<file path="src/rtl/div_pkg.sv">
// Shared types and constants for the iterative divider sequencing stage.
package div_pkg;

  localparam int unsigned CNT_W = 4;
  localparam int unsigned SEL_W = 2;

  localparam logic [SEL_W-1:0] SEL_INIT = 2'b00;
  localparam logic [SEL_W-1:0] SEL_FEED = 2'b01;
  localparam logic [SEL_W-1:0] SEL_RND  = 2'b10;
  localparam logic [SEL_W-1:0] SEL_HOLD = 2'b11;

  typedef enum logic [2:0] {
    IDLE,
    LOAD,
    ITER,
    ROUND,
    DONE
  } div_state_t;

  // Operand-mux select presented while the FSM sits in a given state.
  function automatic logic [SEL_W-1:0] sel_of(input div_state_t s);
    logic [SEL_W-1:0] v;
    v = SEL_HOLD;
    case (s)
      LOAD:    v = SEL_INIT;
      ITER:    v = SEL_FEED;
      ROUND:   v = SEL_RND;
      default: v = SEL_HOLD;
    endcase
    return v;
  endfunction

endpackage

</file>
<file path="src/rtl/iter_counter.sv">
// Refinement-iteration counter with clear, enable and terminal count.
module iter_counter
  import div_pkg::*;
#(
  parameter int unsigned NITER = 4
) (
  input  logic             clk,
  input  logic             reset,
  input  logic             i_clr,
  input  logic             i_en,
  output logic [CNT_W-1:0] o_cnt,
  output logic             o_tc_c
);

  logic [CNT_W-1:0] r_cnt;

  // Count register; clear wins over enable.
  always_ff @(posedge clk) begin
    if (reset || i_clr) begin
      r_cnt <= '0;
    end else if (i_en) begin
      r_cnt <= r_cnt + CNT_W'(1);
    end
  end

  assign o_cnt  = r_cnt;
  assign o_tc_c = (r_cnt == CNT_W'(NITER - 1));

endmodule

</file>
<file path="src/rtl/div_iter_ctrl.sv">
// Sequencer for the iterative divider: load, NITER refinements, round, done.
module div_iter_ctrl
  import div_pkg::*;
#(
  parameter int unsigned WIDTH = 16,
  parameter int unsigned NITER = 4
) (
  input  logic             clk,
  input  logic             reset,
  input  logic             start,
  input  logic [WIDTH-1:0] y_in,
  output logic [SEL_W-1:0] sel,
  output logic [CNT_W-1:0] iter_idx,
  output logic             busy,
  output logic             done,
  output logic [WIDTH-1:0] q
);

  div_state_t       r_state;
  div_state_t       w_state_nxt;
  logic [SEL_W-1:0] r_sel;
  logic [SEL_W-1:0] w_sel_nxt;
  logic             r_busy;
  logic             w_busy_nxt;
  logic             r_done;
  logic             w_done_nxt;
  logic [WIDTH-1:0] r_q;
  logic             w_capture;
  logic             w_cnt_clr;
  logic             w_cnt_en;
  logic [CNT_W-1:0] w_cnt;
  logic             w_tc;

  // Counter is held at zero outside ITER so it doubles as iter_idx.
  iter_counter #(
    .NITER (NITER)
  ) u_iter_counter (
    .clk    (clk),
    .reset  (reset),
    .i_clr  (w_cnt_clr),
    .i_en   (w_cnt_en),
    .o_cnt  (w_cnt),
    .o_tc_c (w_tc)
  );

  // Next state, counter control, capture enable and next-state output decode.
  always_comb begin
    w_state_nxt = r_state;
    w_cnt_clr   = 1'b1;
    w_cnt_en    = 1'b0;
    w_capture   = 1'b0;
    case (r_state)
      IDLE: begin
        if (start) begin
          w_state_nxt = LOAD;
        end
      end
      LOAD: begin
        w_capture   = 1'b1;
        w_state_nxt = ITER;
      end
      ITER: begin
        w_capture = 1'b1;
        if (w_tc) begin
          w_state_nxt = ROUND;
        end else begin
          w_cnt_clr = 1'b0;
          w_cnt_en  = 1'b1;
        end
      end
      ROUND: begin
        w_capture   = 1'b1;
        w_state_nxt = DONE;
      end
      DONE: begin
        w_state_nxt = IDLE;
      end
      default: begin
        w_state_nxt = IDLE;
      end
    endcase
    w_sel_nxt  = sel_of(w_state_nxt);
    w_busy_nxt = (w_state_nxt == LOAD) || (w_state_nxt == ITER) || (w_state_nxt == ROUND);
    w_done_nxt = (w_state_nxt == DONE);
  end

  // State register with Moore outputs registered alongside it.
  always_ff @(posedge clk) begin
    if (reset) begin
      r_state <= IDLE;
      r_sel   <= SEL_HOLD;
      r_busy  <= 1'b0;
      r_done  <= 1'b0;
    end else begin
      r_state <= w_state_nxt;
      r_sel   <= w_sel_nxt;
      r_busy  <= w_busy_nxt;
      r_done  <= w_done_nxt;
    end
  end

  // Working register captures the mux output on every active step.
  always_ff @(posedge clk) begin
    if (reset) begin
      r_q <= '0;
    end else if (w_capture) begin
      r_q <= y_in;
    end
  end

  assign sel      = r_sel;
  assign iter_idx = w_cnt;
  assign busy     = r_busy;
  assign done     = r_done;
  assign q        = r_q;

endmodule
</file>
<file path="config.mk">
export PLATFORM = sky130hd
export DESIGN_NAME = div_iter_ctrl
export DESIGN_NICKNAME = d
export VERILOG_FILES = /design/src/rtl/div_pkg.sv /design/src/rtl/iter_counter.sv /design/src/rtl/div_iter_ctrl.sv
export SDC_FILE = /design/constraint.sdc
export NUM_CORES = 1
export LEC_CHECK = 0
export ABC_AREA = 1
export CAP_MARGIN = 20
export CORE_MARGIN = 10
export CORE_UTILIZATION = 29
export DETAILED_ROUTE_END_ITERATION = 6
export GPL_ROUTABILITY_DRIVEN = 0
export PLACE_DENSITY = 0.58
export SYNTH_ARGS = -nofsm -noshare
export SYNTH_HDL_FRONTEND = slang
export SYNTH_HIERARCHICAL = 1
export SYNTH_SLANG_ARGS = --single-unit
</file>
<file path="constraint.sdc">
create_clock -name clk -period 1.7 [get_ports clk]
set_input_delay 0.425 -clock clk [delete_from_list [all_inputs] [get_ports clk]]
set_output_delay 0.425 -clock clk [all_outputs]
set_load 0.02 [all_outputs]
</file>
==> out/results.txt <==
synthesis-stage register bit count = 27
drt total wl = 2.55 mm
Max-Cap Viols = 0
DP HPWL = 1.88 mm
# setup viols final = 0
Setup Skew = 1.61 ps
maximum buffer depth of the clock tree = 2
Post-synth EDFFs = 0
grt total ovfl = 0
clock group share of total power = 24.6%
Total GRT Usage = 7.58%
WS Path Type = flip-flop to primary output
WP buf/inv = 1
CP Capture Type = primary output
Worst Hold End = r_state[2]
H-tree lvl count = 1
Net Count, Synth = 179
Worst Max-Slew Pin Slew = 776 ps
Critical Path RT = 1270 ps
Crit Path Max Fanout = 2
total power = 1.45 mW
status = completed
Worst R2R Start = u_iter_counter/o_cnt[0]
Synth Warn # = 6
layout cells sized above 1 = 5.88%
Syn-to-layout area delta = 47.6%
min-delay src = r_state[2]
Yosys top cell area share = 48.6%
post-synthesis sequential area ratio = 48.6%
drt drc = 0
Slew headroom = 48.1%
max frequency = 611 MHz
fin util = 44.5%
Die Y = 81.9 microns
Avg Cell Area, Syn = 7.00 sq um
post-synth cell types = 16
Synth async-reset ratio = 0%
CTS tree = done
Cells after DPL = 248
pin count of the biggest net entering global routing = 33
Die X = 81.9 microns
final std cells w/o fill = 252
row count = 22
Hold Crit Depth = 1
Hold WC Path Type = flip-flop to flip-flop
Critical Path Max Stage Delay = 610 ps
post-layout min period = 1640 ps
post-synthesis cell area = 1110 sq um
worst-path cell chain = clkdlybuf4s50_1
Post-Place Setup Slack = 151 ps
Vias/cell = 3.96
crit share post-route = 96.3%
top post-synthesis cells by area = dfxtp_1 (49%), nand2_1 (15%), nor2_1 (14%), inv_1 (8.1%), buf_6 (3.0%)
Worst setup SP type = flip-flop
Root Driver = clkbuf_8
number of clock sinks = 27
Reg clk slew, reported paths = 90 ps
maximum vdd drop = 0.000342 V
P_sw = 0.414 mW
final setup TNS = 0 ps
delay-heaviest family, CP = buffers and inverters
Pwr per Cell Area = 881 nW/um^2
area leader, netlist = dfxtp_1
CP arrival = 1210 ps
worst-skew pair later-pin latency = 260 ps
CTS buffer count = 3
Post-CTS Hold Buffers = 0
highest-count cells in the layout ignoring fill and taps = nand2_1 (44), nor2_1 (41), clkdlybuf4s50_1 (33)
# nets final = 225
most common cell after layout, fill and taps aside = nand2_1
drt first-iter violations = 33
port bufs = 42
power share of the sequential group = 49.4%
Net Sw Frac = 28.6%
Max Slew Vio Count = 0
Starting Density = 30.2%
Core Box Area = 3690 sq um
Internal = 1.03 mW
vias in the first global route = 913
drt first pass iters = 4
Mapped Cells = 159
postcts setup bufs = 0
final setup margin = 62.2 ps
I/O pin total = 43
r2r worst-path depth = 7
RSZ-0062 raised after global routing = false
Leak Pwr = 0.842 nW
Logic pwr share = 26.0%
worst r2r dst = u_iter_counter/o_cnt[1]
R2R Setup Slk = 160 ps
Via Count = 999
Antenna diodes = 0
first-pass GRT wire length = 4.11 mm
DIE AREA = 6710 sq um
CP max-delay cell = clkdlybuf4s50_1
antenna-violating nets left = 0
final hold vios = 0
initial antenna violation count = 0
main flop type after synthesis = dfxtp_1
Wirelength per Cell = 10.1 microns
## registers in the layout, summed over array words and instances (netlist names)
signal	cells
q	16
sel	2
r_state	3
u_iter_counter/o_cnt	4
busy	1
done	1
## final cells by class
cell class / instances / area (sq um)
fillers: 406 / 2050
flip-flops and latches: 27 / 541
repair buffers: 45 / 463
multi-input cells: 104 / 443
inverters: 24 / 90.1
well taps: 48 / 60.1
clock buffers: 4 / 45.0
## power groups by stage
stage	Combinational [mW]	Sequential (mW)	Clock [mW]
after floorplan	0.155	0.794	0
after global placement	0.385	0.730	0
after detailed placement	0.385	0.731	0
after CTS	0.386	0.716	0.381
after global routing	0.419	0.723	0.409
final	0.376	0.715	0.356
## metal layers
layer	track usage, %	vias to the layer above	wire length [microns]
li1	-	555	-
met1	9.81	411	1230
met2	10.1	29	994
met3	4.48	4	295
met4	2.55	0	27
met5	0	-	0
## cells by family (layout without fill, tap and decap cells)
| family | count (synthesis) | after routing | share of synthesized area, % |
|---|---|---|---|
| AOI/OAI and AO/OA | 5 | 5 | 3.26 |
| adders and majority gates | 1 | 1 | 1.12 |
| buffers and inverters | 28 | 73 | 11.6 |
| and+or+nand+nor | 98 | 98 | 35.4 |
| DFF | 27 | 27 | 48.6 |
## how the worst max path moves through the flow
stage,from,to,cells past startpoint
floorplan,u_iter_counter/o_cnt[0],u_iter_counter/o_cnt[1],7
global placement,u_iter_counter/o_cnt[0],u_iter_counter/o_cnt[1],7
detailed placement,u_iter_counter/o_cnt[0],u_iter_counter/o_cnt[1],7
CTS,q[14],q[14],1
global route,q[2],q[2],1
finish,q[8],q[8],1
## cell usage after synthesis (2+ instances only)
cell type and n:
a21oi_1 3, buf_6 3, dfxtp_1 27, inv_1 24, nand2_1 44, nand3_1 4
nor2_1 41, nor2_2 4, nor3_1 2
## metrics by stage
step / hold slack (ps) / area, sq um
after floorplan: 444 / 1110
after global placement: 468 / 1590
after detailed placement: 471 / 1590
after CTS: 485 / 1630
after global routing: 526 / 1640
final: 481 / 1640
## what timing repair did
action                                  CTS  global route
gates resized for setup                   4             5
endpoints found under the setup margin    4             6
pin swaps                                 0             1
Note: power is estimated with default switching activity, not from simulation.
